==> config.mk <==
export PLATFORM = sky130hd
export DESIGN_NAME = cobra_hex_display
export DESIGN_NICKNAME = d
export VERILOG_FILES = /design/src/rtl/cobra_hex_display_pkg.sv /design/src/rtl/cobra_hex_display_hex_to_seg7.sv /design/src/rtl/cobra_hex_display.sv
export SDC_FILE = /design/constraint.sdc
export NUM_CORES = 1
export LEC_CHECK = 0
export ABC_AREA = 1
export ABC_CLOCK_PERIOD_IN_PS = 2800
export CORE_MARGIN = 2
export CORE_UTILIZATION = 35
export DETAILED_ROUTE_END_ITERATION = 10
export PLACE_DENSITY_LB_ADDON = 0.05
export SKIP_CTS_REPAIR_TIMING = 1
export SYNTH_ARGS = -nofsm -noshare
export SYNTH_HDL_FRONTEND = slang
export SYNTH_SLANG_ARGS = --single-unit
==> constraint.sdc <==
create_clock -name clk_i -period 2.8 [get_ports clk_i]
set_clock_uncertainty 0.15 [all_clocks]
set_input_delay 0.42 -clock clk_i [delete_from_list [all_inputs] [get_ports clk_i]]
set_output_delay 0.42 -clock clk_i [all_outputs]
set_load 0.05 [all_outputs]
==> src/rtl/cobra_hex_display_pkg.sv <==
// Shared constants for the CYBERcobra hex display: digit count and
// active-low {g,f,e,d,c,b,a} segment patterns for 0..F.
package cobra_disp_pkg;

  localparam int DIGITS = 8;
  localparam logic [6:0] SEG_BLANK = 7'h7F;

  localparam logic [6:0] HEX_SEG [16] = '{
    7'h40, 7'h79, 7'h24, 7'h30, 7'h19, 7'h12, 7'h02, 7'h78,
    7'h00, 7'h10, 7'h08, 7'h03, 7'h46, 7'h21, 7'h06, 7'h0E
  };

endpackage

==> src/rtl/cobra_hex_display_hex_to_seg7.sv <==
// Combinational nibble to active-low seven-segment decoder.
module hex_to_seg7
  import cobra_disp_pkg::*;
(
  input  logic [3:0] nibble,
  output logic [6:0] seg
);

  assign seg = HEX_SEG[nibble];

endmodule

==> src/rtl/cobra_hex_display.sv <==
// Eight-digit multiplexed hex display of the CYBERcobra out_o word. The value
// is sampled once per scan frame so a frame never mixes two values.
module cobra_hex_display
  import cobra_disp_pkg::*;
#(
  parameter int REFRESH_DIV   = 100000,
  parameter bit BLANK_LEADING = 1'b0
) (
  input  logic        clk_i,
  input  logic        rst_i,
  input  logic [31:0] data_i,
  input  logic        hold_i,
  output logic [7:0]  an_o,
  output logic [6:0]  seg_o,
  output logic        dp_o,
  output logic        change_o
);

  localparam int CW = $clog2(REFRESH_DIV);

  logic [CW-1:0]              div_cnt;
  logic [2:0]                 idx;
  logic [31:0]                shadow;
  logic [DIGITS-1:0][3:0]     nib_arr;
  logic [DIGITS-1:0]          digit_blank;
  logic [3:0]                 nibble;
  logic [6:0]                 seg_dec;
  logic                       wrap;
  logic                       capture;

  assign wrap    = (div_cnt == CW'(REFRESH_DIV - 1));
  // Capture only at the very end of the frame, after digit 7 has been shown.
  assign capture = wrap && (idx == 3'd7) && !hold_i;

  assign nib_arr = shadow;
  assign nibble  = nib_arr[idx];

  // A digit goes dark when it and every digit above it are zero.
  assign digit_blank[0] = 1'b0;
  for (genvar k = 1; k < DIGITS; k++) begin : g_blank
    assign digit_blank[k] = BLANK_LEADING && (shadow[31:4*k] == '0);
  end

  hex_to_seg7 u_dec (
    .nibble (nibble),
    .seg    (seg_dec)
  );

  always_ff @(posedge clk_i) begin
    if (rst_i) begin
      div_cnt  <= '0;
      idx      <= '0;
      shadow   <= '0;
      an_o     <= 8'hFF;
      seg_o    <= SEG_BLANK;
      dp_o     <= 1'b1;
      change_o <= 1'b0;
    end else begin
      if (wrap) begin
        div_cnt <= '0;
        idx     <= idx + 3'd1;
      end else begin
        div_cnt <= div_cnt + 1'b1;
      end
      change_o <= capture && (data_i != shadow);
      if (capture) shadow <= data_i;
      an_o  <= digit_blank[idx] ? 8'hFF : ~(8'b1 << idx);
      seg_o <= seg_dec;
      dp_o  <= !((idx == 3'd0) && hold_i);
    end
  end

endmodule

==> results of run 1 <==
worst register-to-register path, cell delays in order, from the launching register on:
cell and delay, ps:
dfxtp_1 620, ha_1 280, ha_1 170, inv_1 40, nor2_1 200, nand3_4 300, buf_4 370, nor2_1 150
nor2_1 50
cell usage after synthesis, drive strengths merged (2+ instances only):
cell type  number  area (um^2)
nand2         179        681.9
nor2          114        427.9
dfxtp          69         1381
inv            69        261.5
nand3          51        267.8
xor2           32        280.3
buf            15        105.1
ha             12        150.1
nor3           11        77.57
a21oi           9        45.04
nand4           5        31.28
o21ai           2        10.00
cells by family after synthesis:
| group | count (synthesis) |
|---|---|
| simple gates | 361 |
| buf+inv | 85 |
| flops | 69 |
| xor+xnor | 33 |
| fa+ha+maj | 12 |
| compound gates | 11 |
routing by layer:
metal	track usage	vias to the layer above	share of wire
li1	-	1826	-
met2	0.2477	54	0.41
met1	0.2415	1473	0.53
met3	0.05085	16	0.041
met5	0	-	0
met4	0.05861	0	0.015
state kept, by name, indices dropped and copies added, names as in the netlist:
| register | cells |
|---|---|
| idx | 3 |
| change_o | 1 |
| an_o | 8 |
| nib_arr | 32 |
| dp_o | 1 |
| div_cnt | 17 |
| seg_o | 7 |
power by group:
part,switching [W],internal (W),total (W)
Sequential,0.00000344,0.000990,0.000994
Combinational,0.0000772,0.0000709,0.000148
Clock,0.000397,0.000588,0.000985
cell type report:
type | count | area, um^2 | share of cell area
clock buffers | 9 | 123.9 | 0.02706
inverters | 69 | 261.5 | 0.05712
multi-input cells | 417 | 1987 | 0.4340
flip-flops and latches | 69 | 1381 | 0.3017
well taps | 136 | 170.2 | 0.03717
clock inverters | 7 | 113.9 | 0.02487
repair buffers | 55 | 540.5 | 0.1181
stage by stage:
| stage | cells | utilization | hold slack, ps | power [W] | worst slack (ps) |
|---|---|---|---|---|---|
| after floorplan | 571 | - | 267.5 | 0.001084 | 874.0 |
| after global placement | 746 | 0.4186 | 281.7 | 0.001167 | 405.1 |
| after detailed placement | 746 | 0.4186 | 291.1 | 0.001167 | 376.0 |
| after CTS | 762 | 0.4415 | 308.4 | 0.002164 | 365.9 |
| after global routing | 762 | 0.4415 | 328.5 | 0.002227 | 113.3 |
| final | 762 | 0.4415 | 302.6 | 0.002127 | 355.1 |
worst paths after layout:
kind            endpoint  cells after the start
min reg2reg   div_cnt[0]                      1
min           div_cnt[0]                      1
max reg2reg  nib_arr[15]                      8
max          nib_arr[15]                      8
==> impl_results.md, run 1 <==
- Status: finished clean
- CTS buffer count: 9
- WS Path Type: flip-flop to flip-flop
- Register area share after synthesis: 0.3695
- RePlAce Congestion: 0.8203
- Detailed Route Iter0 Violations: 129
- Clock tree buffer depth: 2
- Worst path required time: 2900 ps
- Die ar.: 11520 um^2
- Unrepaired setup endpoints after global routing: false
- Leak pwr: 2.314 nW
- Max VDD drop: 0.4333 mV
- First-pass GRT wire length: 15.15 mm
- Mapped Cells: 571
- Clock sink count: 69
- CP top delay family: simple AND/OR/NAND/NOR gates
- Synth Area in Adders: 0.04016
- WL/cell: 11.93 um
- Worst min path class: flip-flop to flip-flop
- CP Launch Type: flip-flop
- CTS tree: built
- # diodes: 0
- PwrDens: 464.6 nW/um^2
- Final Slew Violations: 0
- Commonest non-fill, non-tap cells in the layout: 175 x nand2_1, 114 x nor2_1, 69 x dfxtp_1, 62 x inv_1, 51 x clkdlybuf4s50_1
- Syn Area/Cell: 6.547 um^2
- Synth Flop Type: dfxtp_1
- Clock latency on the worst-skew pair: 360 ps
- PortBufs: 51
- Chip height: 107.4 um
- Tcrit/Tclk final: 0.8732
- Nets@finish: 668
- Initial antenna violation count: 0
- DR pass1 iterations: 4
- Routed Antenna Nets: 0
- Hold_sp: div_cnt[0]
- Worst r2r src: idx[1]
- Top Ports: 52
- Total gr overflow: 0
- Slew headroom: 0.6669
- Mux contribution to synthesized area: 0
- Async set or reset register ratio after synthesis: 0
- Slowest stage cell, crit path: dfxtp_1
- Ys Warns: 0
- CP arrival: 2550 ps
- Total core area: 10370 um^2
- Fmax: 409.0 MHz
- Worst Setup End Kind: flip-flop
- Cell repeated most along the worst path: nor2_1
- Setup Total Neg Slack: 0 ps
- Reg2reg setup slack: 360 ps
- Synth Area in XOR/XNOR: 0.07731
- Vias post-DR: 3369
- Placed Instance Area: 4340 um^2
- Leading cell type in the layout, fill and taps excluded: nand2_1
- Slowest cell delay on critical path: 620 ps
- Period minus WS final: 2445 ps
- Post-synth EDFFs: 0
- Critical Path Start: idx[1]
- Starting Density: 0.3605
- Compound-cell area share of the yosys netlist: 0.01473
- Final setup vio count: 0
- Via/cell ratio: 4.421
- # rows: 37
- Drt drc: 0
- Synthesis-stage register bit count: 69
- Post-Syn Area: 3739 um^2
- Area Overhead vs Synth: 22.46%
- Slew @ Worst Pin: 498.0 ps
- Yosys cell types: 23
- Largest family of logic cells by synthesized area: simple AND/OR/NAND/NOR gates
- Die X: 107.4 um
- Net Count, Synth: 618
- Post-Synth Simple-Gate Area: 0.3993
- Post-Route WL: 9.091 mm
- Vias in the first global route: 3111
- Share of layout cells above drive strength 1: 0.05591
- # H-tree levels: 3
- Worst Path Max Fanout: 36
- Filler cell count: 1118
- Total GRT Usage: 0.1712
- Worst-path clk slew: 80 ps
- Fin. Hold Viols: 0
- Critical Path, Cell by Cell: ha_1 > ha_1 > inv_1 > nor2_1 > nand3_4 > buf_4 > nor2_1 > nor2_1
- Max-cap viol count: 0
- Final instance area: 4578 um^2
- Largest net degree at the start of global routing: 37
- Final HPWL DP: 6.783 mm
- Buf/Inv on CP: 2
- Root Buffer: clkbuf_8
Note: power is estimated with default switching activity, not from simulation.
==> run 2: changes to the inputs <==
--- a/config.mk
+++ b/config.mk
@@ -15,3 +15,4 @@
 export SYNTH_ARGS = -nofsm -noshare
 export SYNTH_HDL_FRONTEND = slang
 export SYNTH_SLANG_ARGS = --single-unit
+export TNS_END_PERCENT = 20
==> results of run 2 <==
No change in the layout: final DEF, timing and power equal those of run 1.
==> run 3: changes to the inputs <==
--- a/config.mk
+++ b/config.mk
@@ -9,6 +9,7 @@
 export ABC_CLOCK_PERIOD_IN_PS = 2800
 export CORE_MARGIN = 2
 export CORE_UTILIZATION = 35
+export CTS_CLUSTER_SIZE = 14
 export DETAILED_ROUTE_END_ITERATION = 10
 export PLACE_DENSITY_LB_ADDON = 0.05
 export SKIP_CTS_REPAIR_TIMING = 1
==> results of run 3 <==
No change in the layout: final DEF, timing and power equal those of run 1.
